--- src/rtl/moesi_pkg.sv ---
// Shared encodings for the snoop path: MOESI line states, snoop request
// types and the responder FSM states.
package moesi_pkg;

    typedef enum logic [2:0] {
        ST_I = 3'b000,
        ST_M = 3'b001,
        ST_O = 3'b010,
        ST_E = 3'b100,
        ST_S = 3'b101
    } moesi_e;

    typedef enum logic [1:0] {
        SNP_NOOP    = 2'b00,
        SNP_READ    = 2'b01,
        SNP_WRITE   = 2'b10,
        SNP_UPGRADE = 2'b11
    } snp_type_e;

    typedef enum logic [1:0] {
        FSM_IDLE   = 2'd0,
        FSM_LOOKUP = 2'd1,
        FSM_DATA   = 2'd2,
        FSM_RESP   = 2'd3
    } snp_fsm_e;

    // A dirty line (M or O) is the one whose data must be supplied on a snoop.
    function automatic logic is_dirty(input moesi_e st);
        logic dirty_s;
        case (st)
            ST_M:    dirty_s = 1'b1;
            ST_O:    dirty_s = 1'b1;
            default: dirty_s = 1'b0;
        endcase
        return dirty_s;
    endfunction

endpackage

--- src/rtl/snoop_responder_if.sv ---
// Coherence-bus snoop channel: request handshake plus the single response.
interface snoop_responder_if #(
    parameter int ADDR_W = 64,
    parameter int LINE_W = 512
);
    logic              snp_valid;
    logic              snp_ready;
    logic [1:0]        snp_type;
    logic [ADDR_W-1:0] snp_addr;
    logic              resp_valid;
    logic              resp_ready;
    logic              resp_hit;
    logic              resp_shared;
    logic              resp_data_valid;
    logic [LINE_W-1:0] resp_data;

    modport master (
        output snp_valid, snp_type, snp_addr, resp_ready,
        input  snp_ready, resp_valid, resp_hit, resp_shared, resp_data_valid, resp_data
    );

    modport slave (
        input  snp_valid, snp_type, snp_addr, resp_ready,
        output snp_ready, resp_valid, resp_hit, resp_shared, resp_data_valid, resp_data
    );
endinterface

--- src/rtl/snoop_handler.sv ---
// Combinational MOESI snoop decision: hit detection, next line state and
// whether this cache must supply the line data.
module snoop_handler
    import moesi_pkg::*;
#(
    parameter int ADDR_W = 64
) (
    input  snp_type_e         snp_type,
    input  logic [ADDR_W-1:0] snp_addr,
    input  logic              tag_match,
    input  logic              line_valid,
    input  moesi_e            cur_state,
    output logic              hit,
    output moesi_e            new_state,
    output logic              provide_data,
    output logic              state_change
);

    // The outcome depends only on type and state; the address is carried for context.
    logic unused_addr_s;
    assign unused_addr_s = ^snp_addr;

    assign hit          = tag_match & line_valid;
    assign state_change = hit & (new_state != cur_state);

    // MOESI transition table for a snoop that hits this cache.
    always_comb begin
        new_state    = cur_state;
        provide_data = 1'b0;
        if (hit) begin
            case (snp_type)
                SNP_READ: begin
                    provide_data = is_dirty(cur_state);
                    case (cur_state)
                        ST_M:    new_state = ST_O;
                        ST_E:    new_state = ST_S;
                        default: new_state = cur_state;
                    endcase
                end
                SNP_WRITE, SNP_UPGRADE: begin
                    provide_data = is_dirty(cur_state);
                    new_state    = ST_I;
                end
                default: begin
                    new_state    = cur_state;
                    provide_data = 1'b0;
                end
            endcase
        end else begin
            new_state    = cur_state;
            provide_data = 1'b0;
        end
    end

endmodule

--- src/rtl/snoop_responder.sv ---
// Snoop front end: accepts one snoop at a time, looks up tag/state, applies
// the MOESI decision, optionally fetches the line and returns one response.
module snoop_responder
    import moesi_pkg::*;
#(
    parameter int ADDR_W   = 64,
    parameter int OFFSET_W = 6,
    parameter int INDEX_W  = 6,
    parameter int LINE_W   = 512,
    parameter int TAG_W    = ADDR_W - INDEX_W - OFFSET_W
) (
    input  logic               clk,
    input  logic               rst,
    snoop_responder_if.slave   bus,
    output logic               tag_rd_en,
    output logic [INDEX_W-1:0] tag_rd_idx,
    input  logic [TAG_W-1:0]   tag_rd_tag,
    input  logic [2:0]         tag_rd_state,
    output logic               st_wr_en,
    output logic [INDEX_W-1:0] st_wr_idx,
    output logic [2:0]         st_wr_state,
    output logic               data_rd_en,
    output logic [INDEX_W-1:0] data_rd_idx,
    input  logic [LINE_W-1:0]  data_rd_data
);

    snp_fsm_e          state_r;
    snp_fsm_e          state_nxt_s;
    snp_type_e         type_r;
    logic [ADDR_W-1:0] addr_r;
    logic              handshake_s;
    logic              tag_match_s;
    logic              line_valid_s;
    logic              hit_s;
    logic              provide_data_s;
    logic              state_change_s;
    moesi_e            new_state_s;
    logic              resp_hit_r;
    logic              resp_shared_r;
    logic              resp_dv_r;
    logic [LINE_W-1:0] resp_data_r;

    // snp_ready is gated by rst so nothing is accepted while reset is held.
    assign bus.snp_ready = (state_r == FSM_IDLE) & ~rst;
    assign handshake_s   = bus.snp_valid & bus.snp_ready;

    assign tag_rd_en    = handshake_s;
    assign tag_rd_idx   = bus.snp_addr[OFFSET_W +: INDEX_W];
    assign tag_match_s  = (tag_rd_tag == addr_r[ADDR_W-1 -: TAG_W]);
    assign line_valid_s = (tag_rd_state != ST_I);

    assign st_wr_idx   = addr_r[OFFSET_W +: INDEX_W];
    assign st_wr_state = new_state_s;
    assign data_rd_idx = addr_r[OFFSET_W +: INDEX_W];

    assign bus.resp_valid      = (state_r == FSM_RESP);
    assign bus.resp_hit        = resp_hit_r;
    assign bus.resp_shared     = resp_shared_r;
    assign bus.resp_data_valid = resp_dv_r;
    assign bus.resp_data       = resp_data_r;

    snoop_handler #(
        .ADDR_W (ADDR_W)
    ) u_handler (
        .snp_type     (type_r),
        .snp_addr     (addr_r),
        .tag_match    (tag_match_s),
        .line_valid   (line_valid_s),
        .cur_state    (moesi_e'(tag_rd_state)),
        .hit          (hit_s),
        .new_state    (new_state_s),
        .provide_data (provide_data_s),
        .state_change (state_change_s)
    );

    // FSM state register.
    always_ff @(posedge clk or posedge rst) begin
        if (rst) begin
            state_r <= FSM_IDLE;
        end else begin
            state_r <= state_nxt_s;
        end
    end

    // Next-state logic and the single-cycle array strobes of the LOOKUP cycle.
    always_comb begin
        state_nxt_s = state_r;
        st_wr_en    = 1'b0;
        data_rd_en  = 1'b0;
        case (state_r)
            FSM_IDLE: begin
                if (handshake_s) begin
                    state_nxt_s = FSM_LOOKUP;
                end else begin
                    state_nxt_s = FSM_IDLE;
                end
            end
            FSM_LOOKUP: begin
                st_wr_en = state_change_s;
                if (provide_data_s) begin
                    data_rd_en  = 1'b1;
                    state_nxt_s = FSM_DATA;
                end else begin
                    state_nxt_s = FSM_RESP;
                end
            end
            FSM_DATA: begin
                state_nxt_s = FSM_RESP;
            end
            FSM_RESP: begin
                if (bus.resp_ready) begin
                    state_nxt_s = FSM_IDLE;
                end else begin
                    state_nxt_s = FSM_RESP;
                end
            end
            default: begin
                state_nxt_s = FSM_IDLE;
            end
        endcase
    end

    // Request capture and response registers; held untouched through RESP stalls.
    always_ff @(posedge clk or posedge rst) begin
        if (rst) begin
            type_r        <= SNP_NOOP;
            addr_r        <= {ADDR_W{1'b0}};
            resp_hit_r    <= 1'b0;
            resp_shared_r <= 1'b0;
            resp_dv_r     <= 1'b0;
            resp_data_r   <= {LINE_W{1'b0}};
        end else begin
            case (state_r)
                FSM_IDLE: begin
                    if (handshake_s) begin
                        type_r <= snp_type_e'(bus.snp_type);
                        addr_r <= bus.snp_addr;
                    end
                end
                FSM_LOOKUP: begin
                    resp_hit_r    <= hit_s;
                    resp_shared_r <= hit_s & (new_state_s != ST_I);
                    resp_dv_r     <= provide_data_s;
                    if (!provide_data_s) begin
                        resp_data_r <= {LINE_W{1'b0}};
                    end
                end
                FSM_DATA: begin
                    resp_data_r <= data_rd_data;
                end
                default: begin
                    resp_data_r <= resp_data_r;
                end
            endcase
        end
    end

endmodule

--- src/flat_wrapper.sv ---
// flat-port wrapper written by rule: the top's interface ports become plain ports
module snoop_responder_flat import moesi_pkg::*;
#(
    parameter int ADDR_W   = 64,
    parameter int OFFSET_W = 6,
    parameter int INDEX_W  = 6,
    parameter int LINE_W   = 512,
    parameter int TAG_W    = ADDR_W - INDEX_W - OFFSET_W
)
  (clk, rst, tag_rd_en, tag_rd_idx, tag_rd_tag, tag_rd_state, st_wr_en, st_wr_idx, st_wr_state, data_rd_en, data_rd_idx, data_rd_data, bus_snp_valid, bus_snp_type, bus_snp_addr, bus_resp_ready, bus_snp_ready, bus_resp_valid, bus_resp_hit, bus_resp_shared, bus_resp_data_valid, bus_resp_data);
  snoop_responder_if #(.ADDR_W(ADDR_W), .LINE_W(LINE_W)) bus_i ();
  input  logic clk;
  input  logic rst;
  output logic tag_rd_en;
  output logic [INDEX_W-1:0] tag_rd_idx;
  input  logic [TAG_W-1:0] tag_rd_tag;
  input  logic [2:0] tag_rd_state;
  output logic st_wr_en;
  output logic [INDEX_W-1:0] st_wr_idx;
  output logic [2:0] st_wr_state;
  output logic data_rd_en;
  output logic [INDEX_W-1:0] data_rd_idx;
  input  logic [LINE_W-1:0] data_rd_data;
  input wire logic [$bits(bus_i.snp_valid)-1:0] bus_snp_valid;
  input wire logic [$bits(bus_i.snp_type)-1:0] bus_snp_type;
  input wire logic [$bits(bus_i.snp_addr)-1:0] bus_snp_addr;
  input wire logic [$bits(bus_i.resp_ready)-1:0] bus_resp_ready;
  output wire logic [$bits(bus_i.snp_ready)-1:0] bus_snp_ready;
  output wire logic [$bits(bus_i.resp_valid)-1:0] bus_resp_valid;
  output wire logic [$bits(bus_i.resp_hit)-1:0] bus_resp_hit;
  output wire logic [$bits(bus_i.resp_shared)-1:0] bus_resp_shared;
  output wire logic [$bits(bus_i.resp_data_valid)-1:0] bus_resp_data_valid;
  output wire logic [$bits(bus_i.resp_data)-1:0] bus_resp_data;
  assign bus_i.snp_valid = bus_snp_valid;
  assign bus_i.snp_type = bus_snp_type;
  assign bus_i.snp_addr = bus_snp_addr;
  assign bus_i.resp_ready = bus_resp_ready;
  assign bus_snp_ready = bus_i.snp_ready;
  assign bus_resp_valid = bus_i.resp_valid;
  assign bus_resp_hit = bus_i.resp_hit;
  assign bus_resp_shared = bus_i.resp_shared;
  assign bus_resp_data_valid = bus_i.resp_data_valid;
  assign bus_resp_data = bus_i.resp_data;
  snoop_responder #(.ADDR_W(ADDR_W), .OFFSET_W(OFFSET_W), .INDEX_W(INDEX_W), .LINE_W(LINE_W), .TAG_W(TAG_W)) u_core (.clk(clk), .rst(rst), .bus(bus_i), .tag_rd_en(tag_rd_en), .tag_rd_idx(tag_rd_idx), .tag_rd_tag(tag_rd_tag), .tag_rd_state(tag_rd_state), .st_wr_en(st_wr_en), .st_wr_idx(st_wr_idx), .st_wr_state(st_wr_state), .data_rd_en(data_rd_en), .data_rd_idx(data_rd_idx), .data_rd_data(data_rd_data));
endmodule
--- config.mk ---
export PLATFORM = sky130hd
export DESIGN_NAME = snoop_responder_flat
export DESIGN_NICKNAME = d
export VERILOG_FILES = /design/src/rtl/moesi_pkg.sv /design/src/rtl/snoop_responder_if.sv /design/src/rtl/snoop_handler.sv /design/src/rtl/snoop_responder.sv /design/src/flat_wrapper.sv
export SDC_FILE = /design/constraint.sdc
export NUM_CORES = 1
export LEC_CHECK = 0
export CELL_PAD_IN_SITES_DETAIL_PLACEMENT = 1
export CELL_PAD_IN_SITES_GLOBAL_PLACEMENT = 1
export CORE_AREA = 2 2 452 454
export CTS_CLUSTER_DIAMETER = 50
export DETAILED_ROUTE_END_ITERATION = 8
export DIE_AREA = 0 0 454 456
export PLACE_DENSITY_LB_ADDON = 0.05
export SETUP_SLACK_MARGIN = 0.3
export SLEW_MARGIN = 15
export SYNTH_ARGS = -nofsm -noshare
export SYNTH_HDL_FRONTEND = slang
export SYNTH_SLANG_ARGS = --single-unit
--- constraint.sdc ---
create_clock -name clk -period 63.7 [get_ports clk]
set_input_delay 12.74 -clock clk [delete_from_list [all_inputs] [get_ports clk]]
set_output_delay 12.74 -clock clk [all_outputs]
set_load 0.01 [all_outputs]
==> impl_metrics.ini, run 1 <==
[power_and_ir_drop]
clockPowerShare_pct = 32.1
powerDensity_mw_per_mm2 = 47.9
switching_share_pct = 37.3
power_leakage_nw = 17.8
power.internal_mw = 1.38
power_mw = 2.21
p_comb_share_pct = 41.6
seq_power_share_pct = 26.2
peakVddDrop_uv = 27.3
p_sw_uw = 824

[detailed_routing]
ant_nets = 0
drc_errors = 0
dr.pass1.iters = 5
vias = 23874
wl_per_cell_um = 25.7
drt_iter0_markers = 1012
drt_wl_total_um = 158000
viasPerCell = 3.89

[cts]
cts.sinks = 577
clk_path_buf_depth = 3
post_cts_buffers = 0
cts.reportedPaths.clkPinSlew_ns = 0.04
ctsResizeCount = 0
cts_buffers = 140
cts_tree = yes
cts-htree-levels = 4
clk_latency_ns = 0.76
cts-root-buf = clkbuf_16
cts_hold_buffers = 0

[timing]
fmax_mhz = 34.7
slew_headroom_pct = 22.5
tightest_slew_ns = 1.16
hold_ws_ns = 0.528
finalSetupTns_ns = 0
hold_viol_final = 0
finalMaxSlewViolations = 0
fin_skew_ns = 0.0384
worst_slack_ns = 34.87
setup_viol = 0
grt_setup_unrepaired = no
timing.final.crit_share_pct = 45.3
period_minus_slack_ns = 28.83

[final_layout]
fin_cells = 6145
regArea_mm2 = 0.0144
fillers = 22420
multi_input_area_mm2 = 0.0115
final_core_util_pct = 22.8
fin_nets = 3986
final_area_mm2 = 0.0461
drive_gt1_share_pct = 18.9
syn_to_final_growth_pct = 68.3

[flow_run]
cap_violations = 0

[logic_synthesis]
yosysWarnings = 0
synth_area_per_cell_um2 = 12.2
synth_cell_types = 34
synth_compound_area_share_pct = 21.4
yosys.area_share.simple_pct = 6.07
synth_top_family_by_area = compound AO/OA/AOI/OAI gates
synth_edf_count = 0
synth-async-reset-ratio_pct = 100
synth_seq_area_share_pct = 52.7
ys_ff_latch = 577
synth_cells = 2245
synth_nets = 2882
synth_xor_area_share_pct = 1.66
synthFlopType = dfrtp_1
yosys.area_share.adder_pct = 0
synthesis.area_mm2 = 0.0274
synth.area.mux_share_pct = 13.0

[floorplanning]
die_h_um = 456
die_w_um = 454
ios = 1178
die_area_mm2 = 0.207
start_util_pct = 13.6
coreArea_mm2 = 0.202
rows = 165

[worst_setup_path]
arrival_ns = 16.09
critPathKind = input port to output pin
start_kind = input port
worst-path-max-fanout = 7
cp-end-kind = output pin
required_ns = 50.96
reg2reg_slack_ns = 58.83

[global_route]
grt_pass1_wl_um = 218000
overflow = 0
track_usage_pct = 14.8
grt_max_degree = 146
antenna_found_initial = 82
grt_pass1_vias = 26169

[place]
dp_worst_setup_slack_ns = 34.88
place_hpwl_um = 114000
port_buffers = 1171
gp_congestion = 0.792
place_inst = 5879
place_area_mm2 = 0.0414

[status]
status = complete, no violations

[worst_hold_path]
hold_class = flip-flop to flip-flop
area by class of cell:
cell class | instances | area share, %
clock inverters | 53 | 1.04
diodes | 14 | 0.0760
flip-flops and latches | 577 | 31.4
well taps | 2672 | 7.26
repair buffers | 1208 | 26.2
multi-input cells | 1417 | 25.1
clock buffers | 199 | 8.95
inverters | 5 | 0.0570
path summary, 6_finish.rpt:
check / startpoint / end / depth (start not counted)
setup / recovery: tag_rd_tag[36] / st_wr_en / 7
hold / removal: u_core.addr_r[45] / u_core.addr_r[45] / 1
setup reg to reg: u_core.state_r[0] / u_core.bus.resp_data[506] / 6
hold reg to reg: u_core.addr_r[45] / u_core.addr_r[45] / 1
max in group asynchronous: rst / u_core.bus.resp_data[251] / 5
min in group asynchronous: rst / u_core.state_r[0] / 2
placed cells by master, fill, tap and decap left out, drive strengths merged, types with 3 or more instances in the layout:
cell           netlist  layout
clkbuf             141     199
nand2b             225     225
nor4                 3       3
mux2                59      59
xnor2               52      52
clkinv               0      34
buf                105      37
clkinvlp             0       9
a21oi              515     515
inv                  5       9
mux2i              288     288
nand2                5       5
diode                0      14
dfrtp              577     577
nor3                 6       6
and2                 3       3
bufinv               0       6
o221ai             225     225
nand4               15      15
nor2b                3       3
clkdlybuf4s50        0    1171
registers in the layout (all words and copies together) (netlist names):
| signal | flops |
|---|---|
| u_core.bus.resp_data | 512 |
| u_core.addr_r | 58 |
| u_core.state_r | 2 |
| u_core.type_r | 2 |
| u_core.bus.resp_data_valid | 1 |
| u_core.bus.resp_hit | 1 |
| u_core.bus.resp_shared | 1 |
synth_stat cells, types with 2 or more instances:
library cell  number  area (um^2)
a21bo_2            2         20.0
a21oi_1          195          976
a21oi_2          320         2800
and2_1             3         18.8
buf_1             21         78.8
buf_2             12         60.1
buf_4             20          150
buf_6             52          586
clkbuf_1         141          529
dfrtp_1          577        14400
inv_1              5         18.8
mux2_2            59          664
mux2i_1          288         2880
nand2_1            5         18.8
nand2b_1         225         1410
nand3_1            2         10.0
nand4_1           15         93.8
nor2_1             2         7.51
nor2b_1            3         18.8
nor3_1             6         30.0
nor4_4             2         42.5
o21a_1             2         15.0
o221ai_1         225         1970
o32ai_1            2         17.5
xnor2_1           52          455
worst max-delay path: stages:
cell and delay (ns):
clkdlybuf4s50_1 0.48, xnor2_1 0.13, nand4_1 0.17, nor3_1 0.71, nand4_1 0.48, nor3_1 0.63, clkdlybuf4s50_1 0.73
routing by layer:
layer / vias to the layer above / GRT usage, % / wire length, um
met5: - / 0 / 329
met4: 56 / 4.54 / 4250
met3: 304 / 6.16 / 13600
met2: 875 / 26.9 / 82300
met1: 12114 / 15.3 / 57400
li1: 10525 / - / -
logic make-up (layout without fill, tap and decap cells):
logic type / after synthesis / count (layout)
compound gates: 753 / 753
simple gates: 265 / 265
xor+xnor: 52 / 52
other cells: 0 / 14
flops: 577 / 577
buf+inv: 251 / 1465
mux: 347 / 347
power by group through the flow:
stage | Sequential (mW) | Combinational, mW | Clock (mW)
3_5_place_dp | 0.584 | 0.946 | 0
6_report | 0.579 | 0.919 | 0.709
5_1_grt | 0.596 | 0.999 | 0.755
4_1_cts | 0.581 | 0.949 | 0.739
2_1_floorplan | 0.597 | 0.479 | 0
3_3_place_gp | 0.581 | 0.931 | 0
(Power assumes the default switching activity.)
==> run 2: changes to the inputs <==
Clock period 63.7 ns to 26.7 ns, I/O delays scaled along.
==> impl_metrics.ini, run 2 (same netlist as run 1, synthesis figures left out) <==
[timing]
slew_headroom_pct = 23.9
hold_viol_final = 0
setup_viol = 0
fin_skew_ns = 0.0276
tightest_slew_ns = 1.14
fmax_mhz = 70.8
finalMaxSlewViolations = 0
finalSetupTns_ns = 0
grt_setup_unrepaired = no
timing.final.crit_share_pct = 52.9
period_minus_slack_ns = 14.12
hold_ws_ns = 0.524

[global_route]
track_usage_pct = 14.8
grt_max_degree = 148
grt_pass1_wl_um = 218000
antenna_found_initial = 85
grt_pass1_vias = 26152
overflow = 0

[floorplanning]
start_util_pct = 13.6
die_area_mm2 = 0.207
die_h_um = 456
die_w_um = 454
ios = 1178
coreArea_mm2 = 0.202
rows = 165

[final_layout]
fin_nets = 3982
final_common_cell = clkdlybuf4s50_1
syn_to_final_growth_pct = 68.4
largest_reg_flops = 512
drive_gt1_share_pct = 18.8
final_core_util_pct = 22.9
fin_cells = 6136
final_cell_mix = clkdlybuf4s50_1, dfrtp_1, a21oi_2

[power_and_ir_drop]
power_leakage_nw = 17.8
powerDensity_mw_per_mm2 = 115
peakVddDrop_uv = 71.7

[place]
gp_congestion = 0.797
port_buffers = 1171
place_hpwl_um = 113000
place_inst = 5877

[detailed_routing]
drt_iter0_markers = 923
vias = 23793
drc_errors = 0
ant_nets = 0
viasPerCell = 3.88
drt_wl_total_um = 157000
wl_per_cell_um = 25.6
dr.pass1.iters = 4

[cts]
post_cts_buffers = 0
ctsResizeCount = 0
cts-root-buf = clkbuf_16
clk_path_buf_depth = 3
cts-htree-levels = 4
cts_hold_buffers = 0
cts.reportedPaths.clkPinSlew_ns = 0.05
cts_tree = yes
clk_latency_ns = 0.76
cts.sinks = 577
cts_buffers = 138

[worst_setup_path]
r2r-start = u_core.state_r[1]
required_ns = 21.36
max_stage_delay_ns = 0.74
reg2reg_slack_ns = 22.10
critPathTopFamily = simple AND/OR/NAND/NOR gates
worstPathCellList = clkdlybuf4s50_1 -> xnor2_1 -> nand4_1 -> nor3_1 -> nand4_1 -> nor3_1 -> clkdlybuf4s50_1
cp-end-kind = output pin
worst-path-max-fanout = 7
start_kind = input port
reg2reg_to = u_core.bus.resp_data[314]
cp-startpoint = tag_rd_tag[36]
critPathKind = input port to output pin
arrival_ns = 8.78
slowest_stage = nor3_1
r2r_cells = 6
worstSetupPathDepth = 7
crit_buf_inv = 2

[flow_run]
cap_violations = 0

[worst_hold_path]
hold_class = flip-flop to flip-flop
hold_path_depth = 1
worstHoldStart = u_core.addr_r[55]
whs_endpoint = u_core.addr_r[55]

[status]
status = complete, no violations
-- run 2: cell type report --
cell class,count,area [um^2]
tap,2672,3340
clock inverter,62,751
sequential,577,14400
multi-input combinational,1417,11500
clock buffer,183,3900
timing repair buffer,1206,12100
inverter,5,26.3
fill,22357,156000
antenna,14,35.0
-- run 2: worst max path at each step --
stage,to,slack (ns)
after floorplan,u_core.addr_r[10],5.22
after global placement,st_wr_en,12.75
after detailed placement,st_wr_en,12.66
after CTS,st_wr_en,12.64
after global routing,st_wr_en,12.52
final,st_wr_en,12.58
-- run 2: power breakdown --
| group | internal [mW] | switching (mW) | total [mW] |
|---|---|---|---|
| logic | 1.02 | 1.18 | 2.20 |
| clock network | 1.15 | 0.573 | 1.73 |
| registers | 1.16 | 0.208 | 1.37 |
-- run 2: metal layers --
layer  global-route usage [%]  routed length, um
met5                        0                390
met1                     15.3              56500
met2                     26.8              82000
met4                     4.54               4140
met3                     6.22              13900
-- run 2: through the flow --
stage	worst slack, ns	area, um^2	total power, mW
after global placement	12.75	41400	3.60
after floorplan	5.22	27400	2.57
after global routing	12.52	46100	5.64
final	12.58	46100	5.30
after detailed placement	12.66	41400	3.65
after CTS	12.64	46100	5.45
